### src/rtl/sram_like_bridge.sv
// Bridges the core's inst/data SRAM ports onto one req/addr_ok/data_ok bus.
// Data requests go first; one outstanding transaction; core held via core_stall.
module sram_like_bridge #(
    parameter int ADDR_W = 32,
    parameter int DATA_W = 32
) (
    input  logic              clk,
    input  logic              rst,
    input  logic              inst_sram_en,
    input  logic [3:0]        inst_sram_wen,
    input  logic [ADDR_W-1:0] inst_sram_addr,
    input  logic [DATA_W-1:0] inst_sram_wdata,
    output logic [DATA_W-1:0] inst_sram_rdata,
    input  logic              data_sram_en,
    input  logic [3:0]        data_sram_wen,
    input  logic [ADDR_W-1:0] data_sram_addr,
    input  logic [DATA_W-1:0] data_sram_wdata,
    output logic [DATA_W-1:0] data_sram_rdata,
    output logic              core_stall,
    output logic              req,
    output logic              wr,
    output logic [1:0]        size,
    output logic [ADDR_W-1:0] addr,
    output logic [3:0]        wstrb,
    output logic [DATA_W-1:0] wdata,
    input  logic              addr_ok,
    input  logic              data_ok,
    input  logic [DATA_W-1:0] rdata
);
    // state  | meaning
    // IDLE   | waiting for a core request
    // D_REQ  | data request on the bus, waiting for addr_ok
    // D_WAIT | data request accepted, waiting for data_ok
    // I_REQ  | inst request on the bus, waiting for addr_ok
    // I_WAIT | inst request accepted, waiting for data_ok
    // DONE   | one-cycle release of the core pipeline
    typedef enum logic [2:0] {IDLE, D_REQ, D_WAIT, I_REQ, I_WAIT, DONE} state_t;

    state_t            state;
    logic              pend_inst;
    logic              d_done;
    logic              i_done;
    logic [1:0]        d_size;
    logic [1:0]        d_off;
    logic [ADDR_W-1:0] inst_addr_al;
    logic              unused_inputs;

    assign unused_inputs = ^{inst_sram_wen, inst_sram_wdata, inst_sram_addr[1:0]};
    assign inst_addr_al  = {inst_sram_addr[ADDR_W-1:2], 2'b00};

    // Reads and unlisted strobe patterns fall back to an aligned word access.
    always_comb begin
        d_size = 2'd2;
        d_off  = 2'd0;
        case (data_sram_wen)
            4'b0001: begin d_size = 2'd0; d_off = 2'd0; end
            4'b0010: begin d_size = 2'd0; d_off = 2'd1; end
            4'b0100: begin d_size = 2'd0; d_off = 2'd2; end
            4'b1000: begin d_size = 2'd0; d_off = 2'd3; end
            4'b0011: begin d_size = 2'd1; d_off = 2'd0; end
            4'b1100: begin d_size = 2'd1; d_off = 2'd2; end
            default: ;
        endcase
    end

    assign d_done = data_ok && ((state == D_REQ && addr_ok) || state == D_WAIT);
    assign i_done = data_ok && ((state == I_REQ && addr_ok) || state == I_WAIT);

    assign core_stall = !rst && ((state == IDLE) ? (inst_sram_en || data_sram_en)
                                                 : (state != DONE));

    always_ff @(posedge clk) begin
        if (rst) begin
            state           <= IDLE;
            pend_inst       <= 1'b0;
            req             <= 1'b0;
            wr              <= 1'b0;
            size            <= 2'd0;
            addr            <= '0;
            wstrb           <= 4'd0;
            wdata           <= '0;
            inst_sram_rdata <= '0;
            data_sram_rdata <= '0;
        end else begin
            case (state)
                IDLE: begin
                    pend_inst <= inst_sram_en;
                    if (data_sram_en) begin
                        req   <= 1'b1;
                        wr    <= |data_sram_wen;
                        size  <= d_size;
                        addr  <= {data_sram_addr[ADDR_W-1:2], d_off};
                        wstrb <= data_sram_wen;
                        wdata <= data_sram_wdata;
                        state <= D_REQ;
                    end else if (inst_sram_en) begin
                        req   <= 1'b1;
                        wr    <= 1'b0;
                        size  <= 2'd2;
                        addr  <= inst_addr_al;
                        wstrb <= 4'd0;
                        wdata <= '0;
                        state <= I_REQ;
                    end
                end
                D_REQ: if (addr_ok) begin
                    req   <= 1'b0;
                    state <= D_WAIT;
                end
                I_REQ: if (addr_ok) begin
                    req   <= 1'b0;
                    state <= I_WAIT;
                end
                D_WAIT, I_WAIT: ;
                DONE:    state <= IDLE;
                default: state <= IDLE;
            endcase

            // Completion overrides the REQ->WAIT move when both handshakes coincide.
            if (d_done) begin
                if (!wr) data_sram_rdata <= rdata;
                if (pend_inst) begin
                    req   <= 1'b1;
                    wr    <= 1'b0;
                    size  <= 2'd2;
                    addr  <= inst_addr_al;
                    wstrb <= 4'd0;
                    wdata <= '0;
                    state <= I_REQ;
                end else begin
                    state <= DONE;
                end
            end
            if (i_done) begin
                inst_sram_rdata <= rdata;
                state           <= DONE;
            end
        end
    end
endmodule
### config.mk
export PLATFORM = sky130hd
export DESIGN_NAME = sram_like_bridge
export DESIGN_NICKNAME = d
export VERILOG_FILES = /design/src/rtl/sram_like_bridge.sv
export SDC_FILE = /design/constraint.sdc
export NUM_CORES = 1
export LEC_CHECK = 0
export ABC_AREA = 1
export BUFFER_PORTS_ARGS = -buffer_cell sky130_fd_sc_hd__buf_2
export CAP_MARGIN = 20
export CORE_MARGIN = 8
export CORE_UTILIZATION = 50
export CTS_CLUSTER_DIAMETER = 80
export DETAILED_ROUTE_END_ITERATION = 16
export GPL_TIMING_DRIVEN = 1
export PLACE_DENSITY_LB_ADDON = 0.12
export SYNTH_ARGS = -nofsm -noshare
export SYNTH_HDL_FRONTEND = slang
export SYNTH_SLANG_ARGS = --single-unit
### constraint.sdc
create_clock -name clk -period 4.2 [get_ports clk]
set_input_delay 0.84 -clock clk [delete_from_list [all_inputs] [get_ports clk]]
set_output_delay 0.84 -clock clk [all_outputs]
set_load 0.005 [all_outputs]
==> summary.txt <==
Synth
  • FFs w/ async S/R, synth: 0%
  • Compound-Gate Fraction of Synth Area: 10.76%
  • Top cells by area, synth: dfxtp_1 (44%), nand2_1 (11%), nor2_1 (8.6%), inv_1 (7.2%), nand4_1 (6.1%)
  • XOR/XNOR Fraction of Synth Area: 0%
  • Syn Std Cell Area: 6432 sq um
  • Syn avg cell area: 6.992 sq um
  • Area share of the largest cell type after synthesis: 43.57%
  • Synth Register Bits: 140
  • Top_reg_cell synth: dfxtp_1
  • Register area share after synthesis: 43.57%
  • Number of synthesis warnings: 0
  • Post-synth EDFFs: 0
  • Synth cell types: 29
  • Post-Synth Simple-Gate Area: 32.33%
  • Syn nets: 1094
  • Multiplexer share of the synthesized area: 0%
  • Largest area contributor in the netlist: dfxtp_1
  • Mapped Cells: 920
  • Largest family of logic cells by synthesized area: simple AND/OR/NAND/NOR gates
  • Post-Synth Adder-Cell Area: 0%

Clocking
  • CTS tree: yes
  • H-tree depth: 4
  • Worst-path clk slew: 0.06 ns
  • CTS Buf Count: 17
  • Clk sinks: 140
  • Post CTS Setup Buffer Count: 0
  • Clk root buf: clkbuf_16
  • Clk_lat worst skew: 0.41 ns
  • Clock Tree Buf Depth: 2
  • # hold bufs at CTS: 0
  • Post-CTS sizing: 0

Detailed routing
  • Via density: 4.948
  • Initial DRC Count: 580
  • Routed WL: 19700 um
  • DRT Pass-1 Iters: 5
  • Routed Antenna Nets: 0
  • DRC: 0
  • Vias: 6605
  • WL/cell: 14.75 um

Setup path
  • Cells on worst reg2reg path: 7
  • Crit path max fanout: 59
  • CP Cell Sequence: inv_2, nand3_1, nand2_2, buf_4, nand3_2, nand2_1, a21oi_1
  • Critical path class: reg2reg
  • Critical Path Start Type: register
  • Worst Path Required: 4.48 ns
  • Crit path DAT: 2.89 ns
  • Slowest CP cell: nand3_2
  • CP bufs+invs: 2
  • CP Capture Type: register
  • Crit path depth: 7
  • Crit path largest cell delay: 0.69 ns
  • Cell family with most CP delay: simple AND/OR/NAND/NOR gates

Global route
  • Initial antenna violation count: 1
  • Wire length of the first global-routing pass: 30970 um
  • Largest net degree at the start of global routing: 73
  • Congestion Overflow GR: 0
  • Total GRT Usage: 23.05%
  • Vias in the first global route: 6108

Die
  • Die area: 16750 sq um
  • Die X: 129.4 um
  • IO Pins: 311
  • Core area: 12570 sq um
  • Die Y: 129.4 um
  • Initial Util: 51.18%
  • Site row count: 41

Flow run
  • Max-cap violation count: 0

Final layout
  • Layout cells sized above 1: 27.91%
  • Final core utilization: 65.95%
  • Nets: 1322
  • Fillers: 1172
  • Area grow syn2layout: 28.87%
  • Multi-input gate area: 2774 sq um
  • Seq. cell area: 2803 sq um

Timing
  • RSZ-0062 raised after global routing: no
  • Tmin final: 2.610 ns
  • Worst slew margin relative to its limit: 25.45%
  • Final period util: 62.13%
  • FMAX: 383.2 MHz
  • Worst-margin pin slew: 1.117 ns
  • Max Clock Skew: 0.01000 ns
  • Slew Limit Fails: 0
  • Hold Vio Cnt, Final: 0
  • Endpoints failing setup: 0
  • TNS Setup: 0 ns

Outcome
  • Status: completed

Placed design
  • Port bufs: 270
  • Post-DP HPWL: 13530 um
  • GPL Wtd Cong: 0.8356

Worst hold path
  • Hold WC Path Type: reg2reg
  • WHS Path Cells: 2

Power
  • Power per cell area: 639.7 nW/um^2
  • Worst IR Drop VDD: 0.3035 mV
  • Static leakage: 4.402 nW
[cell usage after synthesis, types with 3 or more instances]
| cell | n |
|---|---|
| clkbuf_1 | 21 |
| a22oi_1 | 38 |
| nand2_1 | 181 |
| clkbuf_2 | 3 |
| o21ai_0 | 23 |
| nor3_1 | 5 |
| buf_1 | 5 |
| buf_4 | 8 |
| nand4_1 | 63 |
| nor2_1 | 147 |
| inv_1 | 123 |
| buf_2 | 22 |
| dfxtp_1 | 140 |
| a21oi_1 | 37 |
| o21ai_1 | 13 |
| nand3_1 | 64 |
| nand2_2 | 3 |
| buf_6 | 9 |
[worst register-to-register path, stage by stage (launching register included)]
cell and delay [ns]:
dfxtp_1 0.35, inv_2 0.25, nand3_1 0.17, nand2_2 0.13, buf_4 0.54, nand3_2 0.70, nand2_1 0.26, a21oi_1 0.09
[cell families (layout without fill, tap and decap cells)]
| family | Yosys count | count (layout) |
|---|---|---|
| and+or+nand+nor | 470 | 470 |
| buffers and inverters | 194 | 435 |
| DFF | 140 | 140 |
| AOI/OAI and AO/OA | 116 | 116 |
| other | 0 | 2 |
[cell usage in the layout, fill, tap and decap left out, types with 5 or more instances in the layout]
master / instances
a22oi_1: 38
buf_4: 6
nand3_1: 64
nand4_1: 63
o21ai_1: 13
o21ai_0: 23
dfxtp_1: 140
clkbuf_16: 17
clkinv_2: 7
a21oi_1: 37
inv_1: 122
nor3_1: 5
nand2_1: 181
nor2_1: 146
buf_2: 270
[area by class of cell]
cell class | count | share of cell area (%)
Clock inverter | 12 | 1.751
Sequential cell | 140 | 33.81
Tap cell | 172 | 2.596
Timing Repair Buffer | 277 | 17.09
Clock buffer | 20 | 5.509
Inverter | 126 | 5.721
Antenna cell | 2 | 0.06038
Multi-Input combinational cell | 586 | 33.46
[through the flow]
| step | hold slack, ns | setup WS [ns] | power [mW] | cell area, sq um | instances |
|---|---|---|---|---|---|
| after floorplan | 0.4565 | 1.879 | 3.242 | 6432 | 920 |
| after global placement | 0.4453 | 1.365 | 3.805 | 7682 | 1301 |
| after detailed placement | 0.4487 | 1.315 | 3.822 | 7682 | 1301 |
| after CTS | 0.4590 | 1.583 | 5.341 | 8284 | 1333 |
| after global routing | 0.4773 | 1.354 | 5.697 | 8287 | 1334 |
| final | 0.4561 | 1.590 | 5.302 | 8289 | 1335 |
[per-layer routing]
metal	vias up	track usage, %	share of wire, %
met4	0	8.675	2.1
met1	2880	27.96	42
met3	26	6.409	8.5
li1	3417	-	-
met2	282	38.14	48
met5	-	0	0
[path summary, 6_finish.rpt]
check / end / slack [ns] / start
setup / recovery: data_sram_rdata[23] / 1.59 / state[2]
hold / removal: data_sram_rdata[30] / 0.46 / data_sram_rdata[30]
setup reg to reg: data_sram_rdata[23] / 1.59 / state[2]
hold reg to reg: data_sram_rdata[30] / 0.46 / data_sram_rdata[30]
[registers in the layout, indices dropped and copies added, names as in the netlist]
name and cells:
data_sram_rdata 32, req 1, wstrb 4, size 2
pend_inst 1, wdata 32, addr 32, wr 1
inst_sram_rdata 32, state 3
[power breakdown]
part           total, mW  switching [mW]  internal (mW)
sequential          1.81           0.167           1.64
clock               1.51           0.550          0.960
combinational       1.98            1.25          0.729
total               5.30            1.97           3.33
No activity file was read; power rests on OpenSTA's default activity.
